===== config.mk =====
export PLATFORM = sky130hd
export DESIGN_NAME = hazard_forward_unit
export DESIGN_NICKNAME = d
export VERILOG_FILES = /design/src/rtl/hazard_forward_unit_pkg.sv /design/src/rtl/hazard_tag_stage.sv /design/src/rtl/hazard_forward_unit.sv
export SDC_FILE = /design/constraint.sdc
export NUM_CORES = 1
export LEC_CHECK = 0
export ABC_AREA = 1
export BUFFER_PORTS_ARGS = -buffer_cell sky130_fd_sc_hd__buf_2
export CAP_MARGIN = 20
export CORE_ASPECT_RATIO = 0.8
export CORE_UTILIZATION = 60
export DETAILED_ROUTE_END_ITERATION = 10
export PLACE_DENSITY = 0.91
export SLEW_MARGIN = 20
export SYNTH_ARGS = -nofsm -noshare
export SYNTH_HDL_FRONTEND = slang
export SYNTH_HIERARCHICAL = 1
export SYNTH_SLANG_ARGS = --single-unit
export TNS_END_PERCENT = 1

===== constraint.sdc =====
create_clock -name i_clock -period 3.24 [get_ports i_clock]
set_clock_uncertainty 0.15 [all_clocks]
set_input_delay 0.324 -clock i_clock [delete_from_list [all_inputs] [get_ports i_clock]]
set_output_delay 0.324 -clock i_clock [all_outputs]
set_load 0.02 [all_outputs]

===== src/rtl/hazard_forward_unit_pkg.sv =====
// Shared definitions for the EX-stage forwarding path.
// Select codes are also decoded by the EX operand muxes.
package hazard_forward_unit_pkg;

    localparam int NB_REG = 5;

    localparam logic [1:0] FWD_ID  = 2'b00;
    localparam logic [1:0] FWD_MEM = 2'b01;
    localparam logic [1:0] FWD_WB  = 2'b10;

endpackage


===== src/rtl/hazard_tag_stage.sv =====
// One pipeline stage of destination tags.
// Holds {valid, rd, regWrite, memRead}; freezes when disabled.
module hazard_tag_stage #(
    parameter int NB_REG = 5
) (
    input  logic              i_clock,
    input  logic              i_reset,
    input  logic              i_enable,
    input  logic              i_valid,
    input  logic [NB_REG-1:0] i_rd,
    input  logic              i_reg_write,
    input  logic              i_mem_read,
    output logic              o_valid,
    output logic [NB_REG-1:0] o_rd,
    output logic              o_reg_write,
    output logic              o_mem_read
);

    always_ff @(posedge i_clock or negedge i_reset) begin
        if (!i_reset) begin
            o_valid     <= 1'b0;
            o_rd        <= '0;
            o_reg_write <= 1'b0;
            o_mem_read  <= 1'b0;
        end else if (i_enable) begin
            o_valid     <= i_valid;
            o_rd        <= i_rd;
            o_reg_write <= i_reg_write;
            o_mem_read  <= i_mem_read;
        end
    end

endmodule


===== src/rtl/hazard_forward_unit.sv =====
// Forwarding select and load-use stall generator.
// Selects are registered alongside ID/EX for the consumer's EX cycle.
import hazard_forward_unit_pkg::*;

module hazard_forward_unit #(
    parameter int NB_REG = hazard_forward_unit_pkg::NB_REG,
    parameter int NB_CNT = 16
) (
    input  logic              i_clock,
    input  logic              i_reset,
    input  logic              i_enable,
    input  logic              i_id_valid,
    input  logic [NB_REG-1:0] i_id_rs,
    input  logic [NB_REG-1:0] i_id_rt,
    input  logic [NB_REG-1:0] i_id_rd,
    input  logic              i_id_regWrite,
    input  logic              i_id_memRead,
    input  logic              i_flush,
    output logic              o_stall,
    output logic              o_bubble,
    output logic [1:0]        o_fwdA,
    output logic [1:0]        o_fwdB,
    output logic [NB_CNT-1:0] o_stall_count
);

    localparam logic [NB_CNT-1:0] CNT_MAX = '1;

    logic              ex_valid;
    logic [NB_REG-1:0] ex_rd;
    logic              ex_reg_write;
    logic              ex_mem_read;

    logic              mem_valid;
    logic [NB_REG-1:0] mem_rd;
    logic              mem_reg_write;
    logic              mem_mem_read;

    logic [NB_REG+2:0] unused_wb_tag;

    logic ex_in_valid;
    logic hazard;
    logic ex_match_a;
    logic ex_match_b;
    logic mem_match_a;
    logic mem_match_b;
    logic [1:0] sel_a;
    logic [1:0] sel_b;

    assign ex_in_valid = i_id_valid & ~o_bubble;

    hazard_tag_stage #(.NB_REG(NB_REG)) u_ex (
        .i_clock     (i_clock),
        .i_reset     (i_reset),
        .i_enable    (i_enable),
        .i_valid     (ex_in_valid),
        .i_rd        (i_id_rd),
        .i_reg_write (i_id_regWrite),
        .i_mem_read  (i_id_memRead),
        .o_valid     (ex_valid),
        .o_rd        (ex_rd),
        .o_reg_write (ex_reg_write),
        .o_mem_read  (ex_mem_read)
    );

    hazard_tag_stage #(.NB_REG(NB_REG)) u_mem (
        .i_clock     (i_clock),
        .i_reset     (i_reset),
        .i_enable    (i_enable),
        .i_valid     (ex_valid),
        .i_rd        (ex_rd),
        .i_reg_write (ex_reg_write),
        .i_mem_read  (ex_mem_read),
        .o_valid     (mem_valid),
        .o_rd        (mem_rd),
        .o_reg_write (mem_reg_write),
        .o_mem_read  (mem_mem_read)
    );

    // WB tags are kept for the debug view only; no consumer here.
    hazard_tag_stage #(.NB_REG(NB_REG)) u_wb (
        .i_clock     (i_clock),
        .i_reset     (i_reset),
        .i_enable    (i_enable),
        .i_valid     (mem_valid),
        .i_rd        (mem_rd),
        .i_reg_write (mem_reg_write),
        .i_mem_read  (mem_mem_read),
        .o_valid     (unused_wb_tag[NB_REG+2]),
        .o_rd        (unused_wb_tag[NB_REG+1:2]),
        .o_reg_write (unused_wb_tag[1]),
        .o_mem_read  (unused_wb_tag[0])
    );

    assign hazard = i_id_valid & ex_valid & ex_mem_read
                  & (ex_rd != '0)
                  & ((ex_rd == i_id_rs) | (ex_rd == i_id_rt));

    assign o_stall  = hazard & ~i_flush;
    assign o_bubble = hazard | i_flush;

    assign ex_match_a = ex_valid & ex_reg_write
                      & (ex_rd == i_id_rs) & (i_id_rs != '0);
    assign ex_match_b = ex_valid & ex_reg_write
                      & (ex_rd == i_id_rt) & (i_id_rt != '0);
    assign mem_match_a = mem_valid & mem_reg_write
                       & (mem_rd == i_id_rs) & (i_id_rs != '0);
    assign mem_match_b = mem_valid & mem_reg_write
                       & (mem_rd == i_id_rt) & (i_id_rt != '0);

    // Producer in EX now sits in MEM during the consumer's EX cycle.
    always_comb begin
        sel_a = FWD_ID;
        sel_b = FWD_ID;
        if (ex_match_a)       sel_a = FWD_MEM;
        else if (mem_match_a) sel_a = FWD_WB;
        if (ex_match_b)       sel_b = FWD_MEM;
        else if (mem_match_b) sel_b = FWD_WB;
    end

    always_ff @(posedge i_clock or negedge i_reset) begin
        if (!i_reset) begin
            o_fwdA <= FWD_ID;
            o_fwdB <= FWD_ID;
        end else if (i_enable) begin
            if (o_bubble | ~i_id_valid) begin
                o_fwdA <= FWD_ID;
                o_fwdB <= FWD_ID;
            end else begin
                o_fwdA <= sel_a;
                o_fwdB <= sel_b;
            end
        end
    end

    always_ff @(posedge i_clock or negedge i_reset) begin
        if (!i_reset) begin
            o_stall_count <= '0;
        end else if (i_enable && o_stall && o_stall_count != CNT_MAX) begin
            o_stall_count <= o_stall_count + 1'b1;
        end
    end

endmodule


==> metrics.md, run 1 <==
| Metric | Value |
|---|---|
| GPL Wtd Cong | slightly above 0.9 |
| Wirelength per Cell | around 13 um |
| Vias | 2115 |
| FP Rows | 19 |
| VDD IR max | 0.285 mV |
| Upper clock frequency limit | 0.471 GHz |
| Slew @ Worst Pin | 0.761 ns |
| Total track usage | roughly 28% |
| Met1 Use GR | 42.0% |
| Initial antenna violation count | 0 |
| Clk buf depth | 2 |
| Drt pass-1 iters | 7 |
| Final period util | 65.6% |
| Post-cts resize count | 0 |
| Syn Inst Count | 305 |
| Pleak | 1.45 nW |
| Area Growth Syn to Fin | 13.8% |
| Setup-failing EPs final | 0 |
| WP data required | around 2.8 ns |
| Pwr dens | 348 nW/um2 |
| Insertion delay to the later sink of the worst-skew pair | 0.28 ns |
| Flop-to-flop setup slack | ~1.4 ns |
| RSZ-0062 raised after global routing | false |
| Mapped Area | 2270 um2 |
| Total routed wirelength | 5030 um |
| Seq pwr share | 53.5% |
| Failing checks | design-rule violations |
| Hold buffers post-CTS | 1 |
| H-tree levels | 2 |
| Vias in the first global route | ~1900 |
| Post-CTS Setup Bufs | 0 |
| Max_slew headroom | 49.3% |
| Crit path DAT | 1.65 ns |
| Synth warn | 6 |
| Nets | 375 |
| Die Span Y | between 50 and 60 um |
| Min-Delay Path Class | in2reg |
| Multi-input logic area | 1160 um2 |
| Sw Pwr | 0.250 mW |
| Max capacitance violation total | 0 |
| Root Buffer | clkbuf_8 |
| Setup TNS | 0 ns |
| Worst Hold Launch | i_id_regWrite |
| Fill count | 278 |
| Fin util | 73.5% |
| Worst Hold End | u_ex/o_reg_write |
| R2r worst-path depth | 9 |
| Via/cell ratio | 5.35 |
| Startpoint types | flop |
| Layer with the highest usage | met1 |
| Setup CP Type | reg2out |
| Logic pwr share | 12.8% |
| Syn Nets | 328 |
| FF/Latch Area | 876 um2 |
| Status | finished with violations |
| Crit Reg-Reg Startpoint | o_stall_count[0] |
| Final Hold Viols | 0 |
| Sw Ratio | 27.8% |
| Slew Viols, Final | 0 |
| Gr ovfl total | 0 |
| FF-to-FF End | o_stall_count[1] |
| CTS tree | done |
| Int Pwr | 0.649 mW |
| IO Port Bufs | 43 |
| Largest net degree at the start of global routing | 36 |
| CORE AREA | 3520 um2 |
| Die area | 4040 um2 |
| Final Power | 0.899 mW |
| 1st-iter DRT viols | 236 |
| Syn Area/Cell | 7.45 um2 |
| I/O pin total | 44 |
| Dpl hpwl | 3750 um |
| CTS clk-pin slew, worst paths | 0.07 ns |
| Total CTS buffers | 5 |
| Layout cell share with drive strength beyond 1 | 21.0% |
| Ant diodes | 0 |
| DR DRC count | 10 |
| Clk pwr share | 33.7% |
| Die width | ~71 um |
| Number of clock sinks | 35 |
| Met3 Resource Use GR | 7.42% |
| Met2 usage | about two fifths |
| Nature of the critical path endpoint | primary output |
| ANT nets after route | 0 |
| Hold Path Depth | 3 |
| Post-layout min period | 2.12 ns |
| Initial Util | 64.6% |
| CP max FO | 5 |
| First-pass GRT wire length | between 8000 and 9000 um |
[metrics by stage]
stage          instance area (um2)  hold slack, ns  instances  worst slack, ns
4_1_cts                       2590          0.0871        395             1.10
3_5_place_dp                  2490           0.289        386             1.41
2_1_floorplan                 2270          -0.122        305             1.45
3_3_place_gp                  2490           0.297        386             1.45
6_report                      2590          0.0947        395             1.12
5_1_grt                       2590          0.0949        395            0.987
[critical path, stage by stage (launching register included)]
cell and delay (ns):
dfrtp_1 0.45, inv_1 0.12, nand2_1 0.07, nand2_1 0.05, nor2_1 0.13, nand3_2 0.11, nand2_4 0.12, nand3_4 0.09
inv_1 0.07, buf_2 0.15
[how the worst max path moves through the flow]
stage                     start                 to  slack, ns  cells after the start
3_5_place_dp   o_stall_count[0]  o_stall_count[14]       1.41                      9
2_1_floorplan  o_stall_count[1]  o_stall_count[12]       1.45                      8
6_report           u_ex/o_rd[0]            o_stall       1.12                      9
5_1_grt            u_ex/o_rd[0]            o_stall       0.99                      9
3_3_place_gp           i_enable          o_fwdA[1]       1.45                      8
4_1_cts            u_ex/o_rd[0]            o_stall       1.10                      9
[cells in the final DEF (no fill, tap or decap), drive strengths merged]
| cell type | instances |
|---|---|
| o221ai | 1 |
| xor2 | 11 |
| nor3b | 1 |
| buf | 43 |
| inv | 47 |
| nor3 | 11 |
| clkinv | 3 |
| nand2 | 109 |
| dlygate4sd3 | 1 |
| a21oi | 2 |
| nand4 | 5 |
| ha | 1 |
| o21ai | 3 |
| nor2 | 14 |
| clkinvlp | 1 |
| dfrtp | 35 |
| o21bai | 17 |
| or2 | 2 |
| xnor2 | 4 |
| clkbuf | 6 |
| nand3 | 36 |
[state kept, by name (all words and copies together) (netlist names), 2 cells and up]
signal         flops
u_ex/o_rd          5
o_stall_count     16
o_fwdA             2
o_fwdB             2
u_mem/o_rd         5
[power by group through the flow]
| stage | clock, mW | sequential [mW] | combinational (mW) |
|---|---|---|---|
| 5_1_grt | 0.332 | 0.485 | 0.131 |
| 6_report | 0.303 | 0.481 | 0.115 |
| 2_1_floorplan | 0 | 0.479 | 0.0768 |
| 4_1_cts | 0.309 | 0.481 | 0.115 |
| 3_3_place_gp | 0 | 0.487 | 0.111 |
| 3_5_place_dp | 0 | 0.488 | 0.113 |
[layer usage]
layer,routed length (um),vias up
met1,2400,962
met2,2160,92
met5,0,-
met3,449,2
met4,27,0
li1,-,1059
[final cells by class]
class	count	area share (%)
multi-input combinational	217	44.8
sequential	35	33.9
timing repair buffer	44	8.71
inverter	49	7.31
tap	42	2.03
clock buffer	6	2.81
clock inverter	2	0.484
(Power assumes the default switching activity.)
==> inputs of run 2 (changes only) <==
- CORE_UTILIZATION: 60 -> 50
- PLACE_DENSITY: 0.91 -> 0.82
- clock period: 3.24 -> 1.8 ns (I/O delays scaled with it)
==> run 2 against run 1 <==
Effect of this change: the flow finishes with violations (negative setup slack); utilization shrank 3.6 points; first-iteration DRC count shrank 25%; global-route usage shrank 2.0 points; critical path type is now reg2reg; largest power group unchanged.
==> metrics.md, run 2 (synthesis results as in run 1) <==
| Metric | Value |
|---|---|
| Post-layout min period | 1.94 ns |
| Design area | 2990 um2 |
| First-pass GRT wire length | 9690 um |
| Pwr dens | about 570 nW/um2 |
| Ant diodes | 0 |
| Crit path DAT | 2.03 ns |
| Startpoint types | flop |
| CTS clk-pin slew, worst paths | 0.08 ns |
| Top flop regs | o_stall_count (16), u_ex/o_rd (5), u_mem/o_rd (5) |
| Total routed wirelength | approximately 6500 um |
| Root Buffer | clkbuf_8 |
| Nets | 402 |
| CORE AREA | between 4000 and 5000 um2 |
| Fill count | 336 |
| VDD IR max | 0.381 mV |
| Vias in the first global route | 2089 |
| Vias | 2401 |
| Dpl hpwl | around 4000 um |
| Die Span Y | 62.3 um |
| I/O pin total | 44 |
| Layout cell share with drive strength beyond 1 | 31.8% |
| Status | finished with violations |
| Via/cell ratio | 5.49 |
| Min-Delay Path Class | in2reg |
| Post-DP Area | about 2600 um2 |
| Slew @ Worst Pin | about 0.49 ns |
| Number of clock sinks | 35 |
| Upper clock frequency limit | 0.516 GHz |
| Placed Cells | 409 |
| Drt pass-1 iters | 5 |
| FF-to-FF End | o_stall_count[5] |
| Final Hold Viols | 0 |
| Slew Viols, Final | 0 |
| Max capacitance violation total | 0 |
| Die area | 4820 um2 |
| Setup CP Type | reg2reg |
| GPL Wtd Cong | 0.915 |
| Clk buf depth | 2 |
| Nature of the critical path endpoint | flop |
| Most frequent cells in the layout | nand2_1 (101), buf_2 (41), inv_1 (34), dfrtp_1 (32), nand3_1 (22) |
| Setup-failing EPs final | 16 |
| 1st-iter DRT viols | 178 |
| Area Growth Syn to Fin | 31.7% |
| Setup slack at placement | -0.00150 ns |
| Wirelength per Cell | between 10 and 15 um |
| CTS tree | done |
| Max_slew headroom | 67.4% |
| H-tree levels | 2 |
| Final Power | 1.72 mW |
| IO Port Bufs | 43 |
| R2r worst-path depth | 9 |
| Failing checks | negative setup slack |
| Worst setup endpoint | o_stall_count[5] |
| CP startpoint | o_stall_count[1] |
| Setup ws final | -0.139 ns |
| Die width | 77.4 um |
| Max reg flops | 16 |
| Final period util | 108% |
| FP Rows | 21 |
| Total CTS buffers | 5 |
| Largest net degree at the start of global routing | 36 |
| ANT nets after route | 0 |
| Pleak | 1.59 nW |
| Commonest non-fill, non-tap cell in the layout | nand2_1 |
| Insertion delay to the later sink of the worst-skew pair | 0.30 ns |
| DR DRC count | 0 |
| Biggest register | o_stall_count |
| Initial antenna violation count | 0 |
| Initial Util | 53.1% |
| Gr ovfl total | 0 |
| WP data required | ~1.9 ns |
| Total track usage | 26.1% |
| RSZ-0062 raised after global routing | true |
| Flop-to-flop setup slack | -0.14 ns |
| Crit Reg-Reg Startpoint | o_stall_count[1] |
| Non-Filler Instances | 437 |
| CP max FO | 6 |
run 2: changes by cell type in the layout (fill, tap and decap cells not counted), moves of 5 or more:
cell / change
buf_4: +15
dlygate4sd3_1: +7
inv_1: -5
inv_2: +5
nand2_1: -5
nand2_2: +5
nand3_1: -11
nand3_2: +10
run 2: metal layers:
metal	GRT usage [%]	vias up	wire length [um]
li1	-	1115	-
met1	39.1	1119	2880
met2	37.8	143	2900
met3	4.56	24	566
met4	9.20	0	139
met5	0	-	0
run 2: layout make-up:
type                            instances  area [um2]  share of cell area [%]
Clock buffer                            5        68.8                    2.30
Clock inverter                          3        23.8                   0.794
Inverter                               49         196                    6.56
Multi-Input combinational cell        219        1290                    43.2
Sequential cell                        35         880                    29.4
Tap cell                               57        71.3                    2.38
Timing Repair Buffer                   68         452                    15.1
Timing Repair inverter                  1        8.76                   0.293
run 2: critical path, stage by stage (launching register included):
cell and delay [ns]:
dfrtp_1 0.40, ha_4 0.18, nand3_4 0.08, nor3_4 0.29
nand2_2 0.12, nor2_4 0.23, nand2_8 0.13, inv_6 0.10
o21bai_1 0.10, nand2_1 0.09
run 2: where the power goes:
| group | switching [mW] | leakage (nW) | internal, mW |
|---|---|---|---|
| sequential | 0.0442 | 0.379 | 0.820 |
| combinational | 0.146 | 1.17 | 0.104 |
| clock | 0.329 | 0.0408 | 0.277 |
run 2: stage by stage:
stage | util [%] | setup TNS (ns) | hold slack (ns)
global route | 69.9 | -2.81 | 0.0886
global placement | 60.0 | 0 | 0.0936
finish | 69.9 | -1.08 | 0.0709
CTS | 65.1 | -0.327 | 0.0657
floorplan | - | 0 | -0.266
detailed placement | 60.0 | -0.00150 | 0.0975
run 2: timing repair:
item                                    4_1_cts  5_1_grt
setup buffers                                 3        6
hold buffers                                  8        0
pin swaps                                     7       14
gates resized for setup                      13       26
cloned                                        0        3
endpoints found under the setup margin       12       18
hold endpoints to repair                     42        0
run 2: worst min-delay path by stage:
stage	start	to	slack, ns	depth (start not counted)
2_1_floorplan	i_reset	o_fwdA[0]	-0.27	0
3_3_place_gp	i_reset	u_ex/o_rd[3]	0.09	2
3_5_place_dp	i_reset	u_ex/o_rd[1]	0.1	2
4_1_cts	i_enable	u_ex/o_valid	0.07	3
5_1_grt	i_enable	u_ex/o_valid	0.09	3
6_report	i_enable	u_ex/o_valid	0.07	3
